File: config.mk
export PLATFORM = sky130hd
export DESIGN_NAME = sync_filter
export DESIGN_NICKNAME = d
export VERILOG_FILES = /design/src/rtl/sync_filter_pkg.sv /design/src/rtl/sync_filter_chan.sv /design/src/rtl/sync_filter.sv
export SDC_FILE = /design/constraint.sdc
export NUM_CORES = 1
export LEC_CHECK = 0
export CAP_MARGIN = 20
export CORE_AREA = 2 2 39 41
export CTS_CLUSTER_SIZE = 10
export DETAILED_ROUTE_END_ITERATION = 8
export DIE_AREA = 0 0 41 43
export PLACE_DENSITY_LB_ADDON = 0.15
export SLEW_MARGIN = 20
export SYNTH_ARGS = -nofsm -noshare
export SYNTH_HDL_FRONTEND = slang
export SYNTH_SLANG_ARGS = --single-unit
export TNS_END_PERCENT = 100
File: constraint.sdc
create_clock -name clk -period 1.6 [get_ports clk]
set_input_delay 0.32 -clock clk [delete_from_list [all_inputs] [get_ports clk]]
set_output_delay 0.32 -clock clk [all_outputs]
set_load 0.03 [all_outputs]
File: src/rtl/sync_filter_pkg.sv
// Shared constants for the input synchroniser / debounce filter:
// legal parameter ranges and the filter counter width helper.
package sync_filter_pkg;

   localparam int WIDTH_MIN      = 1;
   localparam int WIDTH_MAX      = 32;
   localparam int STAGES_MIN     = 2;
   localparam int STAGES_MAX     = 8;
   localparam int FILTER_LEN_MIN = 1;
   localparam int FILTER_LEN_MAX = 255;

   // Counter must hold 0..FILTER_LEN-1; sized as clog2(FILTER_LEN+1) so
   // FILTER_LEN=1 still gets a 1-bit (always-zero) counter.
   function automatic int cnt_width(input int filter_len);
      return (filter_len < 1) ? 1 : $clog2(filter_len + 1);
   endfunction

   // True when every parameter sits inside its supported range.
   function automatic bit params_ok(input int width, input int stages, input int filter_len);
      return (width >= WIDTH_MIN) && (width <= WIDTH_MAX) &&
             (stages >= STAGES_MIN) && (stages <= STAGES_MAX) &&
             (filter_len >= FILTER_LEN_MIN) && (filter_len <= FILTER_LEN_MAX);
   endfunction

endpackage

File: src/rtl/sync_filter_chan.sv
// One channel: STAGES-deep synchroniser, consecutive-mismatch counter,
// debounced level and registered rise/fall pulses.
module sync_filter_chan
   import sync_filter_pkg::*;
#(
   parameter int   STAGES     = 3,
   parameter int   FILTER_LEN = 4,
   parameter logic RESET_BIT  = 1'b0
) (
   input  logic clk_i,
   input  logic rst_ni,
   input  logic ce_i,
   input  logic raw_i,
   output logic sync_o,
   output logic filt_o,
   output logic rise_o,
   output logic fall_o
);

   localparam int CW = cnt_width(FILTER_LEN);

   logic [STAGES-1:0] stage_q, stage_d;
   logic [CW-1:0]     cnt_q, cnt_d;
   logic              filt_q, filt_d;
   logic              rise_q, rise_d;
   logic              fall_q, fall_d;
   logic              sync_bit;

   // Oldest stage is the synchronised level seen by the filter.
   assign sync_bit = stage_q[STAGES-1];

   // Next-state: shift, count mismatches, accept the new level once the
   // mismatch has persisted FILTER_LEN enabled edges; pulses only on ce edges.
   always_comb begin
      stage_d = stage_q;
      cnt_d   = cnt_q;
      filt_d  = filt_q;
      rise_d  = 1'b0;
      fall_d  = 1'b0;
      if (ce_i) begin
         stage_d = {stage_q[STAGES-2:0], raw_i};
         if (sync_bit == filt_q) begin
            cnt_d = '0;
         end else if (int'(cnt_q) + 1 >= FILTER_LEN) begin
            filt_d = sync_bit;
            cnt_d  = '0;
            rise_d = sync_bit;
            fall_d = ~sync_bit;
         end else begin
            cnt_d = cnt_q + CW'(1);
         end
      end
   end

   // State registers; reset discards any partial count and never pulses.
   always_ff @(posedge clk_i or negedge rst_ni) begin
      if (!rst_ni) begin
         stage_q <= {STAGES{RESET_BIT}};
         cnt_q   <= '0;
         filt_q  <= RESET_BIT;
         rise_q  <= 1'b0;
         fall_q  <= 1'b0;
      end else begin
         stage_q <= stage_d;
         cnt_q   <= cnt_d;
         filt_q  <= filt_d;
         rise_q  <= rise_d;
         fall_q  <= fall_d;
      end
   end

   assign sync_o = sync_bit;
   assign filt_o = filt_q;
   assign rise_o = rise_q;
   assign fall_o = fall_q;

endmodule

File: src/rtl/sync_filter.sv
// Multi-channel synchroniser and debounce filter. Each channel is an
// independent sync_filter_chan; chg flags any rise or fall this cycle.
module sync_filter
   import sync_filter_pkg::*;
#(
   parameter int               WIDTH      = 1,
   parameter int               STAGES     = 3,
   parameter int               FILTER_LEN = 4,
   parameter logic [WIDTH-1:0] RESET_VAL  = '0
) (
   input  logic             clk,
   input  logic             reset_n,
   input  logic             ce,
   input  logic [WIDTH-1:0] raw,
   output logic [WIDTH-1:0] sync,
   output logic [WIDTH-1:0] filt,
   output logic [WIDTH-1:0] rise,
   output logic [WIDTH-1:0] fall,
   output logic             chg
);

   if (!params_ok(WIDTH, STAGES, FILTER_LEN)) begin : g_bad_params
      $error("sync_filter: parameter out of supported range");
   end

   for (genvar i = 0; i < WIDTH; i++) begin : g_chan
      sync_filter_chan #(
         .STAGES     (STAGES),
         .FILTER_LEN (FILTER_LEN),
         .RESET_BIT  (RESET_VAL[i])
      ) u_chan (
         .clk_i  (clk),
         .rst_ni (reset_n),
         .ce_i   (ce),
         .raw_i  (raw[i]),
         .sync_o (sync[i]),
         .filt_o (filt[i]),
         .rise_o (rise[i]),
         .fall_o (fall[i])
      );
   end

   // Pulses are already registered, so chg is a pure OR of flops.
   assign chg = |(rise | fall);

endmodule

After elaboration in Yosys (flattened, before gate mapping)
Cells that the tools add are included.
{ "totals": {"ff_bits": 9, "out_inout_bits": 5} }
{ "op_classes": {"reduce_logical": 1, "addsub": 2, "bitwise_logic": 3, "muxes": 8, "eq_ne": 1, "n_lt_le_gt_ge": 1} }
{ "op_table": {"columns": ["cell", "count"], "rows": [
  [">= comparator 32 x 4 -> 1 bit (second input constant)", 1],
  ["two-way mux 1 bit", 6],
  ["two-way mux 3 bit", 2],
  ["adder 3 x 1 -> 4 bit (second input constant)", 1],
  ["adder 3 x 1 -> 3 bit (second input constant)", 1],
  ["AND reduction 3 bit", 1],
  ["NOT 1 bit", 2],
  ["equality test 1 bit", 1],
  ["bitwise OR 1 bit", 1]
]} }

Depth between registers and ports, before layout
{ "logic_depth": {"depth_word": 5, "depth_mapped": 4, "ltp_nobuf": 4} }

Cells and area by module
Synthesis repeated with hierarchy kept, for this count alone.
{ "hier_totals": {"cells_unflattened": 31, "hier_area_um2": 399.1} }
{ "by_module_without_submodules": {"columns": ["module", "cells_per_inst", "seq_area_each_um2", "area_per_inst_um2", "instances"], "rows": [
  ["sync_filter_chan", 30, 225.2, 392.9, 1],
  ["sync_filter", 1, 0.0, 6.3, 1]
]} }

Worst setup path before layout
No wires, ideal clock.
{ "synth_timing": {"kind": "register to register", "from": "register g_chan[0].u_chan.cnt_q[0]", "to": "register g_chan[0].u_chan.filt_q", "required_time_ps": 1475, "path_slack_ps": 233, "setup_time_ps": 125, "arrival_time_ps": 1242, "n_path_buf": 0, "path_stages_with_launch": 5, "cell_sequence": "dfrtp_1 > ha_1 > and2_1 > a21o_1 > mux2_4"} }
{ "synth_between": {"elab_chain_len": 3} }
{ "synth_rtl": {"columns": ["element", "line", "rtl"], "rows": [
  ["from (decl)", "sync_filter_chan.sv:23", "logic [CW-1:0] cnt_q, cnt_d;"],
  ["from (signal assigned)", "sync_filter_chan.sv:65", "cnt_q <= cnt_d;"],
  ["adder 3 x 1 -> 4 bit", "sync_filter_chan.sv:44", "end else if (int'(cnt_q) + 1 >= FILTER_LEN) begin"],
  [">= comparator 32 x 4 -> 1 bit", "sync_filter_chan.sv:44", null],
  ["AND reduction 3 bit (no line)", null, null],
  ["to (signal assigned)", "sync_filter_chan.sv:66", "filt_q <= filt_d;"],
  ["to (decl)", "sync_filter_chan.sv:24", "logic filt_q, filt_d;"]
]} }
No other way between the ends.
A chain may end at the register's enable or synchronous reset.

Worst setup path in the final report
{ "layout_timing": {"from": "register g_chan[0].u_chan.fall_q", "to": "output chg"} }
{ "layout_between": {"elab_chain_len": 1} }
{ "layout_rtl": {"columns": ["element", "line", "rtl"], "rows": [
  ["from (decl)", "sync_filter_chan.sv:26", "logic fall_q, fall_d;"],
  ["from (signal assigned)", "sync_filter_chan.sv:68", "fall_q <= fall_d;"],
  ["bitwise OR 1 bit", "sync_filter.sv:44", "assign chg = |(rise | fall);"],
  ["to (decl)", "sync_filter.sv:19", "output logic chg"]
]} }
No other way between the ends.

==> flow_summary.json <==
{
  "synthCells": 33,
  "synth-seq-area-share_pct": 56.6,
  "n_antenna_cell": 0,
  "synth_area_leaders": "dfrtp_1 (57%), mux2_2 (8.5%), mux2_4 (3.8%), nor3b_1 (3.8%), ha_1 (3.1%)",
  "cts_made_buffers": 3,
  "ctsResizeCount": 4,
  "tns_ps": 0,
  "syn_nets": 38,
  "cts_root_buf": "clkbuf_4",
  "wire_per_inst_um": 11.7,
  "rsz0062_at_grt": "false",
  "cts.sinks": 9,
  "endpoint_kind": "output pin",
  "worstSkewPairLatency_ps": 250,
  "layout_setup_ws_ps": 101,
  "drv_slew": 0,
  "grt_pass1_vias": 293,
  "drc": 0,
  "synth_compound_area_share_pct": 8.18,
  "max-slew-margin-rel_pct": 71.0,
  "cp_max_fo": 2,
  "io_buffer_count": 8,
  "final_cell_area_sq_um": 522,
  "synthMuxAreaShare_pct": 12.3,
  "status": "finished, final reports clean",
  "synthesis.area_sq_um": 398,
  "ys_types": 19,
  "vias_per_cell": 4.59,
  "yosysWarnings": 0,
  "dp_slack_ps": 100,
  "hold_buffers": 0,
  "final_util_pct": 37.7,
  "cp_data_arrival_time_ps": 1180,
  "worstHoldPathType": "input pin to asynchronous set/reset pin",
  "yosys.area.top_type_share_pct": 56.6,
  "criticalPathCategory": "flop to output pin",
  "power.density_nw_per_um2": 1390,
  "dieHeight_um": 43,
  "routed_wl_um": 715,
  "ys_ff_latch": 9,
  "synth-simple-area-share_pct": 13.8,
  "power_leakage_nw": 0.267,
  "cts_tree": "done",
  "post-cts-setup-buffer-count": 0,
  "num_vias": 280,
  "ant_nets": 0,
  "cp_cell_sequence": "or2_1, dlygate4sd2_1",
  "die_w_um": 41,
  "place_area_sq_um": 498,
  "ctsLongestPathBuffers": 2,
  "stdcell_count": 61,
  "critPathMaxStageDelay_ps": 370,
  "synth_fa_ha_area_share_pct": 3.14,
  "holdWs_ps": 370,
  "grt_pass1_wl_mm": 1.28,
  "antenna_found_initial": 0,
  "drive_above_1_share_pct": 20.0,
  "nets": 51,
  "synthXorXnorAreaFrac_pct": 2.20,
  "track_usage_pct": 11.4,
  "dr.pass1.iters": 3,
  "initial_core_util_pct": 28.8,
  "drv_cap": 0,
  "timing.fmax_ghz": 0.667,
  "synth_top_family_by_area": "simple AND/OR/NAND/NOR gates",
  "dp_cells": 57,
  "gp_congestion": 0.775,
  "setup_viol": 0,
  "finalHoldViolCount": 0,
  "syn_to_final_growth_pct": 31.1,
  "clk_pin_slew_ps": 60,
  "slowest_stage": "dfrtp_1",
  "row_count": 14,
  "syn_avg_cell_area_sq_um": 12.1,
  "post-route-min-period_ps": 1500,
  "critPathLaunchType": "flop",
  "yosysTopAreaCell": "dfrtp_1",
  "required_ps": 1280,
  "overflow": 0,
  "peakVddDrop_mv": 0.434,
  "ios": 9,
  "core_sq_um": 1380,
  "grt_max_degree": 10,
  "power_uw": 724,
  "dieArea_sq_um": 1760,
  "htree_levels": 1,
  "clock_skew_ps": 1.64,
  "drtIter0Drc": 5,
  "worstMarginPinSlew_ps": 434,
  "min_period_over_period_pct": 93.7
}
==> Yosys cell counts (all sizes together) <==
cell	number
and2	1
o22ai	1
buf	1
inv	2
nand3	2
mux2	4
a21oi	1
a21o	1
nor3b	2
or2	1
nor2b	1
nor2	2
xor2	1
dfrtp	9
ha	1
o21ai	2
nand2	1
==> final timing paths <==
check / startpoint / end / slack (ps) / cells past startpoint
max: g_chan[0].u_chan.fall_o / chg / 100 / 2
min: reset_n / g_chan[0].u_chan.cnt_q[1] / 370 / 1
max reg2reg: g_chan[0].u_chan.cnt_q[0] / g_chan[0].u_chan.filt_o / 140 / 4
min reg2reg: g_chan[0].u_chan.stage_q[0] / g_chan[0].u_chan.stage_q[1] / 510 / 1
max in group asynchronous: reset_n / g_chan[0].u_chan.filt_o / 930 / 1
min in group clk: g_chan[0].u_chan.stage_q[0] / g_chan[0].u_chan.stage_q[1] / 510 / 1
==> metal layers <==
metal,share of wire (%),global-route usage [%]
met5,0,0
met3,5.5,4.71
met1,42,14.5
met2,53,15.9
met4,0,6.00
==> sequential cells by signal, summed over array words and instances (netlist names) <==
name                   count
g_chan.u_chan.filt_o       1
g_chan.u_chan.rise_o       1
g_chan.u_chan.fall_o       1
g_chan.u_chan.cnt_q        3
g_chan.u_chan.stage_q      3
==> final cells by class <==
cell class	instances	area [sq um]
inverter	2	7.51
clock buffer	4	26.3
fill	137	862
timing repair buffer	9	85.1
tap	16	20.0
multi-input combinational	21	158
sequential	9	225
==> power breakdown <==
group          internal (mW)  switching, mW
logic                  0.103          0.119
registers              0.277         0.0500
clock network         0.0961         0.0786
==> worst max-delay path, delay by kind of cell, from the launching register on <==
kind	cells	cell delay, ps
buffers and inverters	1	350
AND/OR/NAND/NOR	1	210
flip-flops	1	370
==> kinds of logic (layout without fill, tap and decap cells) <==
kind of cell	Yosys count	count (layout)
flops	9	9
mux	4	4
compound gates	5	5
buf+inv	3	15
fa+ha+maj	1	1
xor+xnor	1	1
simple gates	10	10
==> cell usage in the layout (no fill, tap or decap), types with 2 or more instances in the layout <==
cell type        instances
clkbuf_4                 3
inv_1                    2
dfrtp_1                  9
nand3_1                  2
nor3b_1                  2
mux2_2                   3
dlygate4sd2_1            4
nor2_1                   2
clkdlybuf4s50_1          3
Power figures use the tool's default switching activity.
